[src/rtl/prio_readout_mc_pkg.sv]
// Shared constants and helpers for the priority readout controller.
// Arbitration mode encodings and default memory geometry live here.
package prio_pkg;

  localparam int PRIO_FIXED = 0;
  localparam int PRIO_RR    = 1;

  localparam int DEF_ADDR_W = 6;
  localparam int DEF_RD_LAT = 1;

  function automatic int clog2(input int n);
    int r;
    r = 0;
    while ((1 << r) < n) r++;
    return r;
  endfunction

endpackage

[src/rtl/prio_readout_mc_if.sv]
// Readout bus between the controller (master) and the memory bank / consumer side (slave).
interface prio_readout_if
  import prio_pkg::*;
#(
  parameter int NCH    = 4,
  parameter int ADDR_W = DEF_ADDR_W,
  parameter int CNT_W  = ADDR_W + 1,
  parameter int CH_W   = clog2(NCH)
) ();

  logic [NCH*CNT_W-1:0] initial_count;
  logic                 init;
  logic                 setup;
  logic                 stall;
  logic [ADDR_W-1:0]    addr;
  logic [CH_W-1:0]      rd_ch;
  logic                 rd_en;
  logic [NCH-1:0]       has_dat;
  logic                 valid;
  logic [CH_W-1:0]      valid_ch;
  logic                 done;

  modport master (
    input  initial_count, init, setup, stall,
    output addr, rd_ch, rd_en, has_dat, valid, valid_ch, done
  );

  modport slave (
    output initial_count, init, setup, stall,
    input  addr, rd_ch, rd_en, has_dat, valid, valid_ch, done
  );

endinterface

[src/rtl/prio_readout_mc_arb.sv]
// Combinational channel arbiter: lowest-index-first, or first request at/after ptr
// when round-robin is selected.
module prio_arb
  import prio_pkg::*;
#(
  parameter int NCH  = 4,
  parameter int CH_W = clog2(NCH),
  parameter int RR   = PRIO_FIXED
) (
  input  logic [NCH-1:0]  req,
  input  logic [CH_W-1:0] ptr,
  output logic [CH_W-1:0] gnt_idx,
  output logic            gnt_any
);

  always_comb begin
    logic            found;
    logic [CH_W-1:0] sel;
    int              idx;
    gnt_idx = '0;
    found   = 1'b0;
    sel     = '0;
    idx     = 0;
    for (int i = 0; i < NCH; i++) begin
      idx = (RR == PRIO_RR) ? int'(ptr) + i : i;
      // ptr is always < NCH, so one subtraction is enough for the modulo
      if (idx >= NCH) idx = idx - NCH;
      sel = CH_W'(idx);
      if (!found && req[sel]) begin
        gnt_idx = sel;
        found   = 1'b1;
      end
    end
  end

  assign gnt_any = |req;

endmodule

[src/rtl/prio_readout_mc.sv]
// Multi-channel readout controller: per-channel count/address tracking, one read
// per grant, and a valid strobe delayed by the memory read latency.
module prio_readout_mc
  import prio_pkg::*;
#(
  parameter int NCH    = 4,
  parameter int ADDR_W = DEF_ADDR_W,
  parameter int CNT_W  = ADDR_W + 1,
  parameter int RD_LAT = DEF_RD_LAT,
  parameter int RR     = PRIO_FIXED,
  parameter int CH_W   = clog2(NCH)
) (
  input logic            clk,
  input logic            reset,
  prio_readout_if.master bus
);

  localparam logic [CNT_W-1:0] DEPTH = CNT_W'(2 ** ADDR_W);

  logic [NCH-1:0]                  req;
  logic [ADDR_W-1:0]               addr_r [NCH];
  logic [CH_W-1:0]                 ptr;
  logic [CH_W-1:0]                 gnt_idx;
  logic                            gnt_any;
  logic                            grant_en;

  logic [ADDR_W-1:0]               addr_q;
  logic [CH_W-1:0]                 rd_ch_q;
  logic                            rd_en_q;
  logic [NCH-1:0]                  has_dat_q;
  logic                            done_q;
  logic [RD_LAT-1:0]               vld_sr;
  logic [RD_LAT-1:0][CH_W-1:0]     ch_sr;

  prio_arb #(
    .NCH  (NCH),
    .CH_W (CH_W),
    .RR   (RR)
  ) u_arb (
    .req     (req),
    .ptr     (ptr),
    .gnt_idx (gnt_idx),
    .gnt_any (gnt_any)
  );

  assign grant_en = ~reset & ~bus.init & ~bus.setup & ~bus.stall & gnt_any;

  for (genvar k = 0; k < NCH; k++) begin : g_ch
    logic [CNT_W-1:0]  init_cnt;
    logic [CNT_W-1:0]  cnt_k;
    logic [ADDR_W-1:0] addr_k;

    assign init_cnt = bus.initial_count[k*CNT_W +: CNT_W];

    // Counts saturate at memory depth, so the address can only wrap after the last item
    always_ff @(posedge clk) begin
      if (reset) begin
        cnt_k  <= '0;
        addr_k <= '0;
      end else if (bus.init) begin
        cnt_k  <= (init_cnt > DEPTH) ? DEPTH : init_cnt;
        addr_k <= '0;
      end else if (grant_en && (gnt_idx == CH_W'(k))) begin
        cnt_k  <= cnt_k - CNT_W'(1);
        addr_k <= addr_k + ADDR_W'(1);
      end
    end

    assign req[k]    = (cnt_k != '0);
    assign addr_r[k] = addr_k;
  end

  always_ff @(posedge clk) begin
    if (reset) begin
      ptr <= '0;
    end else if (grant_en && (RR == PRIO_RR)) begin
      ptr <= (gnt_idx == CH_W'(NCH - 1)) ? '0 : gnt_idx + CH_W'(1);
    end
  end

  always_ff @(posedge clk) begin
    if (reset) begin
      addr_q    <= '0;
      rd_ch_q   <= '0;
      rd_en_q   <= 1'b0;
      has_dat_q <= '0;
      done_q    <= 1'b0;
    end else begin
      rd_en_q <= grant_en;
      if (grant_en) begin
        addr_q  <= addr_r[gnt_idx];
        rd_ch_q <= gnt_idx;
      end
      has_dat_q <= req;
      done_q    <= ~|req & ~rd_en_q & ~|vld_sr & ~bus.init;
    end
  end

  // Stall does not freeze this line; init drops whatever reads are still in flight
  always_ff @(posedge clk) begin
    if (reset) begin
      vld_sr <= '0;
      ch_sr  <= '0;
    end else begin
      ch_sr[0] <= rd_ch_q;
      for (int i = 1; i < RD_LAT; i++) ch_sr[i] <= ch_sr[i-1];
      if (bus.init) begin
        vld_sr <= '0;
      end else begin
        vld_sr[0] <= rd_en_q;
        for (int i = 1; i < RD_LAT; i++) vld_sr[i] <= vld_sr[i-1];
      end
    end
  end

  assign bus.addr     = addr_q;
  assign bus.rd_ch    = rd_ch_q;
  assign bus.rd_en    = rd_en_q;
  assign bus.has_dat  = has_dat_q;
  assign bus.valid    = vld_sr[RD_LAT-1];
  assign bus.valid_ch = ch_sr[RD_LAT-1];
  assign bus.done     = done_q;

endmodule

[src/flat_wrapper.sv]
// flat-port wrapper written by rule: the top's interface ports become plain ports
module prio_readout_mc_flat import prio_pkg::*;
#(
  parameter int NCH    = 4,
  parameter int ADDR_W = DEF_ADDR_W,
  parameter int CNT_W  = ADDR_W + 1,
  parameter int RD_LAT = DEF_RD_LAT,
  parameter int RR     = PRIO_FIXED,
  parameter int CH_W   = clog2(NCH)
)
  (clk, reset, bus_initial_count, bus_init, bus_setup, bus_stall, bus_addr, bus_rd_ch, bus_rd_en, bus_has_dat, bus_valid, bus_valid_ch, bus_done);
  prio_readout_if #(.NCH(NCH), .ADDR_W(ADDR_W), .CNT_W(CNT_W), .CH_W(CH_W)) bus_i ();
  input logic clk;
  input logic reset;
  input wire logic [$bits(bus_i.initial_count)-1:0] bus_initial_count;
  input wire logic [$bits(bus_i.init)-1:0] bus_init;
  input wire logic [$bits(bus_i.setup)-1:0] bus_setup;
  input wire logic [$bits(bus_i.stall)-1:0] bus_stall;
  output wire logic [$bits(bus_i.addr)-1:0] bus_addr;
  output wire logic [$bits(bus_i.rd_ch)-1:0] bus_rd_ch;
  output wire logic [$bits(bus_i.rd_en)-1:0] bus_rd_en;
  output wire logic [$bits(bus_i.has_dat)-1:0] bus_has_dat;
  output wire logic [$bits(bus_i.valid)-1:0] bus_valid;
  output wire logic [$bits(bus_i.valid_ch)-1:0] bus_valid_ch;
  output wire logic [$bits(bus_i.done)-1:0] bus_done;
  assign bus_i.initial_count = bus_initial_count;
  assign bus_i.init = bus_init;
  assign bus_i.setup = bus_setup;
  assign bus_i.stall = bus_stall;
  assign bus_addr = bus_i.addr;
  assign bus_rd_ch = bus_i.rd_ch;
  assign bus_rd_en = bus_i.rd_en;
  assign bus_has_dat = bus_i.has_dat;
  assign bus_valid = bus_i.valid;
  assign bus_valid_ch = bus_i.valid_ch;
  assign bus_done = bus_i.done;
  prio_readout_mc #(.NCH(NCH), .ADDR_W(ADDR_W), .CNT_W(CNT_W), .RD_LAT(RD_LAT), .RR(RR), .CH_W(CH_W)) u_core (.clk(clk), .reset(reset), .bus(bus_i));
endmodule
[config.mk]
export PLATFORM = sky130hd
export DESIGN_NAME = prio_readout_mc_flat
export DESIGN_NICKNAME = d
export VERILOG_FILES = /design/src/rtl/prio_readout_mc_pkg.sv /design/src/rtl/prio_readout_mc_if.sv /design/src/rtl/prio_readout_mc_arb.sv /design/src/rtl/prio_readout_mc.sv /design/src/flat_wrapper.sv
export SDC_FILE = /design/constraint.sdc
export NUM_CORES = 1
export LEC_CHECK = 0
export CORE_MARGIN = 2
export CORE_UTILIZATION = 36
export DETAILED_ROUTE_END_ITERATION = 10
export PLACE_DENSITY = 0.56
export SLEW_MARGIN = 30
export SYNTH_ARGS = -nofsm -noshare
export SYNTH_HDL_FRONTEND = slang
export SYNTH_HIERARCHICAL = 1
export SYNTH_SLANG_ARGS = --single-unit
[constraint.sdc]
create_clock -name clk -period 6.6 [get_ports clk]
set_clock_uncertainty 0.1 [all_clocks]
set_input_delay 1.32 -clock clk [delete_from_list [all_inputs] [get_ports clk]]
set_output_delay 1.32 -clock clk [all_outputs]
set_load 0.02 [all_outputs]
* Word level (Yosys, flattened, before mapping) *
Index checks and enable logic that the tools add are counted.

storage, ports and cells
  output and inout port bits = 17
  input bits = 33
  logic and storage cells = 88
  flip-flop bits (word level) = 69

operators by class
  eq/ne operators = 3
  bitwise logic cells = 13
  magnitude comparators = 5
  mux-type cells = 21
  reduce and logical (&&, ||, !) cells = 23
  add/sub/neg operators = 8

operators by type and width
  cell                 count
  $mux 7               12
  $gt 7x7->1 const B   4
  $reduce_bool 7->1    4
  $sub 7x1->7 const B  4
  $add 6x1->6 const B  4
  $bmux 6 s2           1
  $mux 6               2
  $reduce_bool 2->1    4
  $and 1x1->1          7
  $logic_and 1x1->1    7
  $logic_not 1->1      5
  $not 1->1            5
  $eq 2x2->1 const B   2
  $mux 1               4
  $mux 2               2
  $reduce_or 4->1      1
  $ge 3x3->1 const B   1
  $not 2->3            1
  $eq 2x1->1 const B   1
  $logic_not 2->1      1
  $reduce_or 2->1      1

* Depth between registers and ports, before layout *
Gate-level depths: netlist of run 1.

  depth in word-level cells = 15
  gate-level depth with buffers = 11
  depth with buffers taken out = 10

* By module *
Netlist of run 1, hierarchy kept.

modules (own cells, without submodules)
  module           cells each  area each (µm²)  instances  seq. area each (µm²)
  prio_readout_mc  392         3,460.8          1          1,381.3
  prio_arb         7           35.0             1          0.0

* Worst setup path after synthesis of run 1 *
OpenSTA, ideal clock, no wires.

  kind = flip-flop to flip-flop
  from = register u_core.g_ch[3].cnt_k[2]
  to = register u_core.g_ch[1].addr_k[3]
  data required time = 6.441 ns
  period minus slack after synthesis = 3.139 ns
  cell stages (with the launch flop) = 11
  arrival time = 2.979 ns
  path slack = 3.461 ns
  buffers on the path = 1
  library setup time = 0.059 ns
  path through = dfxtp_1 > or3_1 > nand2b_1 > or3b_1 > nor2_1 > nor3_1 > buf_2 > nor3b_1 > nand2_1 > or4_1 > nand2_1

on the way
  cells in the longest elaborated chain, start to end = 5
  elaborated cells on any way between the ends = 7
  classes of those cells = eq/ne: 1; mux: 1; bitwise: 1; reduce/logical: 4

ends and longest elaborated chain
  what                      RTL line                   text
  start: declaration        prio_readout_mc.sv:50      logic [CNT_W-1:0] cnt_k;
  start signal: assignment  prio_readout_mc.sv:61      cnt_k <= (init_cnt > DEPTH) ? DEPTH : init_cnt;
  start signal: assignment  prio_readout_mc.sv:64      cnt_k <= cnt_k - CNT_W'(1);
  $reduce_bool 7->1         prio_readout_mc.sv:69      assign req[k] = (cnt_k != '0);
  via u_core.req[3]         prio_readout_mc.sv:20      logic [NCH-1:0] req;
  $logic_and 1x1->1         prio_readout_mc_arb.sv:29  if (!found && req[sel]) begin
  $mux 2                    prio_readout_mc_arb.sv:29
  via u_core.gnt_idx[1]     prio_readout_mc.sv:23      logic [CH_W-1:0] gnt_idx;
  $eq 2x1->1                prio_readout_mc.sv:63      end else if (grant_en && (gnt_idx == CH_W'(k))) begin
  $logic_and 1x1->1         prio_readout_mc.sv:63
  end signal: assignment    prio_readout_mc.sv:65      addr_k <= addr_k + ADDR_W'(1);
  end: declaration          prio_readout_mc.sv:51      logic [ADDR_W-1:0] addr_k;

The timed path passes the listed nets, and every way through them passes these cells.
A chain may end at the register's enable or synchronous reset.

* Worst setup path after layout of run 1 *
  from = register u_core.g_ch[3].cnt_k[2]
  to = register u_core.g_ch[0].cnt_k[6]

on the way
  cells in the longest elaborated chain, start to end = 6
  elaborated cells on any way between the ends = 8
  classes of those cells = mux: 1; bitwise: 1; reduce/logical: 6

ends and longest elaborated chain
  what                                RTL line
  $reduce_bool 7->1                   prio_readout_mc.sv:69
  via u_core.req[3]                   prio_readout_mc.sv:20
  $logic_and 1x1->1                   prio_readout_mc_arb.sv:29
  $mux 2                              prio_readout_mc_arb.sv:29
  via u_core.gnt_idx[1]               prio_readout_mc.sv:23
  $logic_not 2->1                     prio_readout_mc.sv:63
  $logic_and 1x1->1                   prio_readout_mc.sv:63
  $reduce_bool 2->1 (no source line)  --
  end signal: assignment              prio_readout_mc.sv:61
  end signal: assignment              prio_readout_mc.sv:64
  end: declaration                    prio_readout_mc.sv:50

The timed path passes the listed nets, and every way through them passes these cells.

==> results_dict.tcl, run 1 <==
set metrics [dict create \
    hold_buffers 0 \
    r2r_end "u_core/g_ch[0].cnt_k[6]$_SDFFE_PP0P_" \
    crit_path_end_kind "flip-flop" \
    crit_path_start_kind "flip-flop" \
    slew_violations 0 \
    cap_violations 0 \
    use_met3_pct 3.86 \
    design.core.area_um2 9330 \
    pwr-share-clk_pct 42.1 \
    clockRootBuffer "clkbuf_8" \
    cts_tree "yes" \
    die_h_um 102 \
    die-width_um 102 \
    r2r_cells 10 \
    cp.arrival_ns 3.59 \
    wirelength_mm 8.36 \
    grt_util_all_layers_pct 17.4 \
    antenna_cells 0 \
    clk-insertion-delay-late_ns 0.34 \
    power_density_nw_per_um2 227 \
    pwr-share-seq_pct 44.3 \
    finalCritPeriodShare_pct 51.9 \
    drt_drc_violations_left 0 \
    p_switching_uw 250 \
    dp_hpwl_mm 6.00 \
    row_count 35 \
    slowest_stage "nor4_2" \
    rsz0062_at_grt "false" \
    gp_congestion 0.787 \
    holdWs_ns 0.357 \
    worstReg2RegStart "u_core/g_ch[3].cnt_k[2]$_SDFFE_PP0P_" \
    postSynthCellCount 398 \
    htree_levels 3 \
    cts.clk_slew.worst_paths_ns 0.08 \
    vias 2940 \
    final_layout_size_suffix_gt1_share_pct 9.80 \
    grt_pass1_wl_mm 14.1 \
    numCtsBuffers 9 \
    use_met1_pct 23.3 \
    required_ns 6.77 \
    worstMarginPinSlew_ns 0.704 \
    drtAntennaViolNets 0 \
    p_int_uw 744 \
    cpMostUsedCell "or3_1" \
    busiest_layer "met2" \
    die_area_um2 10500 \
    drtIter0Drc 88 \
    final_nets 489 \
    clockBufferDepth 2 \
    final.min_clock_period_ns 3.42 \
    antenna_found_initial 0 \
    max_stage_delay_ns 0.60 \
    combinationalPowerShare_pct 13.6 \
    avgSynthCellArea_um2 8.77 \
    synthesis.area_um2 3490 \
    first_global_vias 2870 \
    fmax_mhz 292 \
    cts_setup_buffers 0 \
    critPathMaxFanout 12 \
    p_sw_share_pct 25.1 \
    min_to "u_core/bus.addr[2]$_SDFFE_PP0P_" \
    synth_warnings 6 \
    vias_per_cell 5.09 \
    min-delay-start "u_core/bus.addr[2]$_SDFFE_PP0P_" \
    ff2ff_setup_slack_ns 3.18 \
    start_util_pct 37.4 \
    finalHoldViolations 0 \
    holdPathStages 2 \
    slew_headroom_pct 53.0 \
    grt_use_met2_pct 28.2 \
    post_drt_wl_per_cell_um 14.5 \
    syn-num-nets 443 \
    area_delta_synth_final_pct 25.3 \
    gr-total-overflow 0 \
    port_buffers 49 \
    setup_tns_ns 0 \
    num-fill-cells 931 \
    status "complete, no violations" \
    dr.pass1.iters 4 \
    grt_max_degree 39 \
    crit_chain "or3_1, nand2b_1, or3b_1, nor2_1, nor3_4, nor4_2, buf_4, nand3_1, or3_1, a31oi_1" \
    hold_path.class "reg2reg" \
    clock_sinks 69 \
    cts_resized 0 \
    setup_viol_count_final 0 \
    io_pins 50 \
    peakVddDrop_mv 0.0899 \
    leakagePower_nw 1.60 \
    path_class "reg2reg" \
]
[routing by layer]
| metal | up-vias | share of wire (%) |
|---|---|---|
| met5 | - | 0 |
| met2 | 46 | 44 |
| met4 | 0 | 1.3 |
| met1 | 1380 | 51 |
| met3 | 11 | 3.4 |
| li1 | 1503 | - |
[placed cells by master (no fill, tap or decap), types with 9 or more instances in the layout]
cell and count:
a21oi_1 26, clkbuf_8 9, clkdlybuf4s50_1 49, dfxtp_1 69, ha_1 12, inv_1 15
nand2_1 35, nand3_1 17, nand4_1 13, nor2_1 32, nor3_1 9, xor2_1 26
[power by group through the flow]
stage                     registers [mW]  logic (mW)  clock network (mW)
after floorplan                    0.452      0.0791                   0
after global routing               0.441       0.150               0.445
after global placement             0.449       0.133                   0
after detailed placement           0.449       0.136                   0
after CTS                          0.440       0.136               0.431
final                              0.440       0.135               0.418
[stage by stage]
step	power, mW	setup WS (ns)	utilization, %	area, µm²	std cells
3_3_place_gp	0.582	2.82	44.2	4120	562
5_1_grt	1.04	2.92	46.9	4380	578
6_report	0.993	3.18	46.9	4380	578
2_1_floorplan	0.531	3.46	-	3490	398
4_1_cts	1.01	2.91	46.8	4370	578
3_5_place_dp	0.585	2.76	44.3	4130	562
[sequential cells by signal, indices dropped and copies added, names as in the netlist]
| name | flops |
|---|---|
| u_core/bus.has_dat | 4 |
| u_core/bus.addr | 6 |
| u_core/bus.valid | 1 |
| u_core/bus.rd_ch | 2 |
| u_core/bus.rd_en | 1 |
| u_core/bus.valid_ch | 2 |
| u_core/bus.done | 1 |
| u_core/g_ch.addr_k | 24 |
| u_core/g_ch.cnt_k | 28 |
[how the worst max path moves through the flow]
stage | startpoint | slack [ns] | endpoint
2_1_floorplan | u_core/g_ch[3].cnt_k[2]$_SDFFE_PP0P_ | 3.46 | u_core/g_ch[1].addr_k[3]$_SDFFE_PP0P_
3_3_place_gp | reset | 2.82 | u_core/g_ch[0].cnt_k[6]$_SDFFE_PP0P_
3_5_place_dp | bus_init | 2.76 | u_core/g_ch[0].cnt_k[6]$_SDFFE_PP0P_
4_1_cts | u_core/g_ch[3].cnt_k[2]$_SDFFE_PP0P_ | 2.91 | u_core/g_ch[0].cnt_k[6]$_SDFFE_PP0P_
5_1_grt | u_core/g_ch[3].cnt_k[2]$_SDFFE_PP0P_ | 2.92 | u_core/g_ch[0].cnt_k[6]$_SDFFE_PP0P_
6_report | u_core/g_ch[3].cnt_k[2]$_SDFFE_PP0P_ | 3.18 | u_core/g_ch[0].cnt_k[6]$_SDFFE_PP0P_
[area by class of cell]
class	count	area [µm²]	share of cell area [%]
flip-flops and latches	69	1380	31.6
multi-input cells	291	1990	45.4
inverters	17	63.8	1.46
repair buffers	56	543	12.4
clock inverters	6	111	2.55
well taps	129	161	3.69
clock buffers	10	128	2.92
[worst max-delay path: cells and delay by family (launching register included)]
| kind | cells | cell delay [ns] |
|---|---|---|
| AND/OR/NAND/NOR | 8 | 2.48 |
| AO/OA/AOI/OAI | 1 | 0.17 |
| buffers and inverters | 1 | 0.25 |
| flip-flops | 1 | 0.35 |
Note: power is estimated with default switching activity, not from simulation.
==> run 2: changes to the inputs <==
PLACE_DENSITY = 0.58   (was 0.56)
clock period = 3.14 ns   (was 6.6 ns; I/O delays follow)
==> results_dict.tcl, run 2 (synthesis results as in run 1) <==
set metrics [dict create \
    leakagePower_nw 1.65 \
    row_count 35 \
    die-width_um 102 \
    clk-insertion-delay-late_ns 0.35 \
    setup_viol_count_final 0 \
    fin_area_um2 4450 \
    largest_register_ffs 28 \
    slew_headroom_pct 72.2 \
    first_global_vias 2922 \
    r2r_end "u_core/g_ch[1].cnt_k[2]$_SDFFE_PP0P_" \
    holdPathStages 2 \
    min-delay-start "u_core/bus.addr[4]$_SDFFE_PP0P_" \
    final_layout_size_suffix_gt1_share_pct 13.4 \
    port_buffers 49 \
    htree_levels 3 \
    cts_setup_buffers 0 \
    start_util_pct 37.4 \
    final.min_clock_period_ns 2.98 \
    status "complete, no violations" \
    clockBufferDepth 2 \
    post_drt_wl_per_cell_um 14.6 \
    antenna_cells 0 \
    critPathMaxFanout 6 \
    drtIter0Drc 114 \
    ff2ff_setup_slack_ns 0.16 \
    crit_path_start_kind "flip-flop" \
    cts_resized 0 \
    utilization_pct 47.7 \
    drtAntennaViolNets 0 \
    pwr-share-seq_pct 46.7 \
    p_int_mw 1.44 \
    slew_violations 0 \
    finalHoldViolations 0 \
    cap_violations 0 \
    grt_pass1_wl_mm 14.7 \
    cts.clk_slew.worst_paths_ns 0.08 \
    hold_path.class "reg2reg" \
    dp_slack_ns 0.0480 \
    dr.pass1.iters 4 \
    area_delta_synth_final_pct 27.4 \
    wirelength_mm 8.62 \
    die_h_um 102 \
    setup_tns_ns 0 \
    combinationalPowerShare_pct 15.5 \
    numCtsBuffers 9 \
    path_class "reg2reg" \
    vias_per_cell 5.05 \
    finalCritPeriodShare_pct 94.9 \
    gr-total-overflow 0 \
    p_switching_uw 538 \
    gp_congestion 0.788 \
    drt_drc_violations_left 0 \
    required_ns 3.30 \
    cp.arrival_ns 3.14 \
    worstReg2RegStart "u_core/g_ch[3].cnt_k[2]$_SDFFE_PP0P_" \
    cts_tree "yes" \
    clockRootBuffer "clkbuf_8" \
    vias 2991 \
    clock_sinks 69 \
    placed_area_um2 4230 \
    regMostFlops "u_core/g_ch.cnt_k" \
    pwr-share-clk_pct 37.7 \
    dp_hpwl_mm 6.34 \
    fmax_mhz 335 \
    antenna_found_initial 0 \
    rsz0062_at_grt "false" \
    r2r_cells 8 \
    peakVddDrop_mv 0.261 \
    final_common_cell "dfxtp_1" \
    layout_common_cells "dfxtp_1 (69), clkdlybuf4s50_1 (49), nand2_1 (35)" \
    num-fill-cells 936 \
    io_pins 50 \
    final_nets 503 \
    die_area_um2 10500 \
    worstMarginPinSlew_ns 0.415 \
    p_sw_share_pct 27.2 \
    power_density_nw_per_um2 444 \
    min_to "u_core/bus.addr[4]$_SDFFE_PP0P_" \
    finalWorstSetupSlack_ns 0.159 \
    grt_max_degree 27 \
    hold_buffers 0 \
    crit_path_end_kind "flip-flop" \
    grt_util_all_layers_pct 18.1 \
    design.core.area_um2 9330 \
]
run 2: cell types whose count changed in the layout (fill, tap and decap cells not counted), sizes merged:
cell / previous run / this run
clkinv: 3 / 4
buf: 7 / 21
bufinv: 3 / 1
inv: 16 / 17
run 2: cell type report:
class,instances,area [µm²],share of cell area (%)
Inverter,17,63.8,1.43
Multi-Input combinational cell,291,2000,44.9
Clock buffer,10,138,3.09
Timing Repair Buffer,70,648,14.6
Tap cell,129,161,3.63
Sequential cell,69,1380,31.0
Clock inverter,6,61.3,1.38
run 2: per-layer routing:
layer | wire [µm] | global-route usage (%) | up-vias
met5 | 0 | 0 | -
li1 | - | - | 1524
met1 | 4350 | 25.0 | 1396
met3 | 369 | 5.08 | 6
met2 | 3800 | 28.3 | 65
met4 | 93 | 4.41 | 0
run 2: worst max-delay path by stage:
stage / from / end / slack (ns) / depth (start not counted)
5_1_grt: u_core/g_ch[3].cnt_k[2]$_SDFFE_PP0P_ / u_core/g_ch[2].cnt_k[0]$_SDFFE_PP0P_ / 0.007 / 10
3_5_place_dp: u_core/g_ch[3].cnt_k[2]$_SDFFE_PP0P_ / u_core/g_ch[1].cnt_k[2]$_SDFFE_PP0P_ / 0.05 / 8
4_1_cts: u_core/g_ch[3].cnt_k[2]$_SDFFE_PP0P_ / u_core/g_ch[1].cnt_k[2]$_SDFFE_PP0P_ / 0.04 / 8
2_1_floorplan: u_core/g_ch[3].cnt_k[2]$_SDFFE_PP0P_ / u_core/g_ch[1].addr_k[3]$_SDFFE_PP0P_ / 0.001 / 10
3_3_place_gp: u_core/g_ch[3].cnt_k[2]$_SDFFE_PP0P_ / u_core/g_ch[1].cnt_k[2]$_SDFFE_PP0P_ / 0.14 / 8
6_report: u_core/g_ch[3].cnt_k[2]$_SDFFE_PP0P_ / u_core/g_ch[1].cnt_k[2]$_SDFFE_PP0P_ / 0.16 / 8
run 2: critical path, stage by stage, from the launching register on:
cell and delay, ns:
dfxtp_1 0.35, or3_1 0.42, nand2b_1 0.19, or3b_4 0.44
nor2_4 0.15, nor3_4 0.07, or4b_4 0.56, or3_1 0.36
a311oi_1 0.25
run 2: through the flow:
stage	instances	total power, mW	hold WS [ns]
after floorplan	398	1.12	0.355
after global placement	576	1.24	0.346
after detailed placement	576	1.24	0.349
after CTS	592	1.99	0.361
after global routing	592	2.07	0.392
final	592	1.98	0.355
run 2: power groups by stage:
stage | clock, mW | combinational [mW] | sequential [mW]
finish | 0.746 | 0.307 | 0.924
global route | 0.807 | 0.337 | 0.928
CTS | 0.767 | 0.299 | 0.924
detailed placement | 0 | 0.298 | 0.944
global placement | 0 | 0.296 | 0.943
floorplan | 0 | 0.166 | 0.949
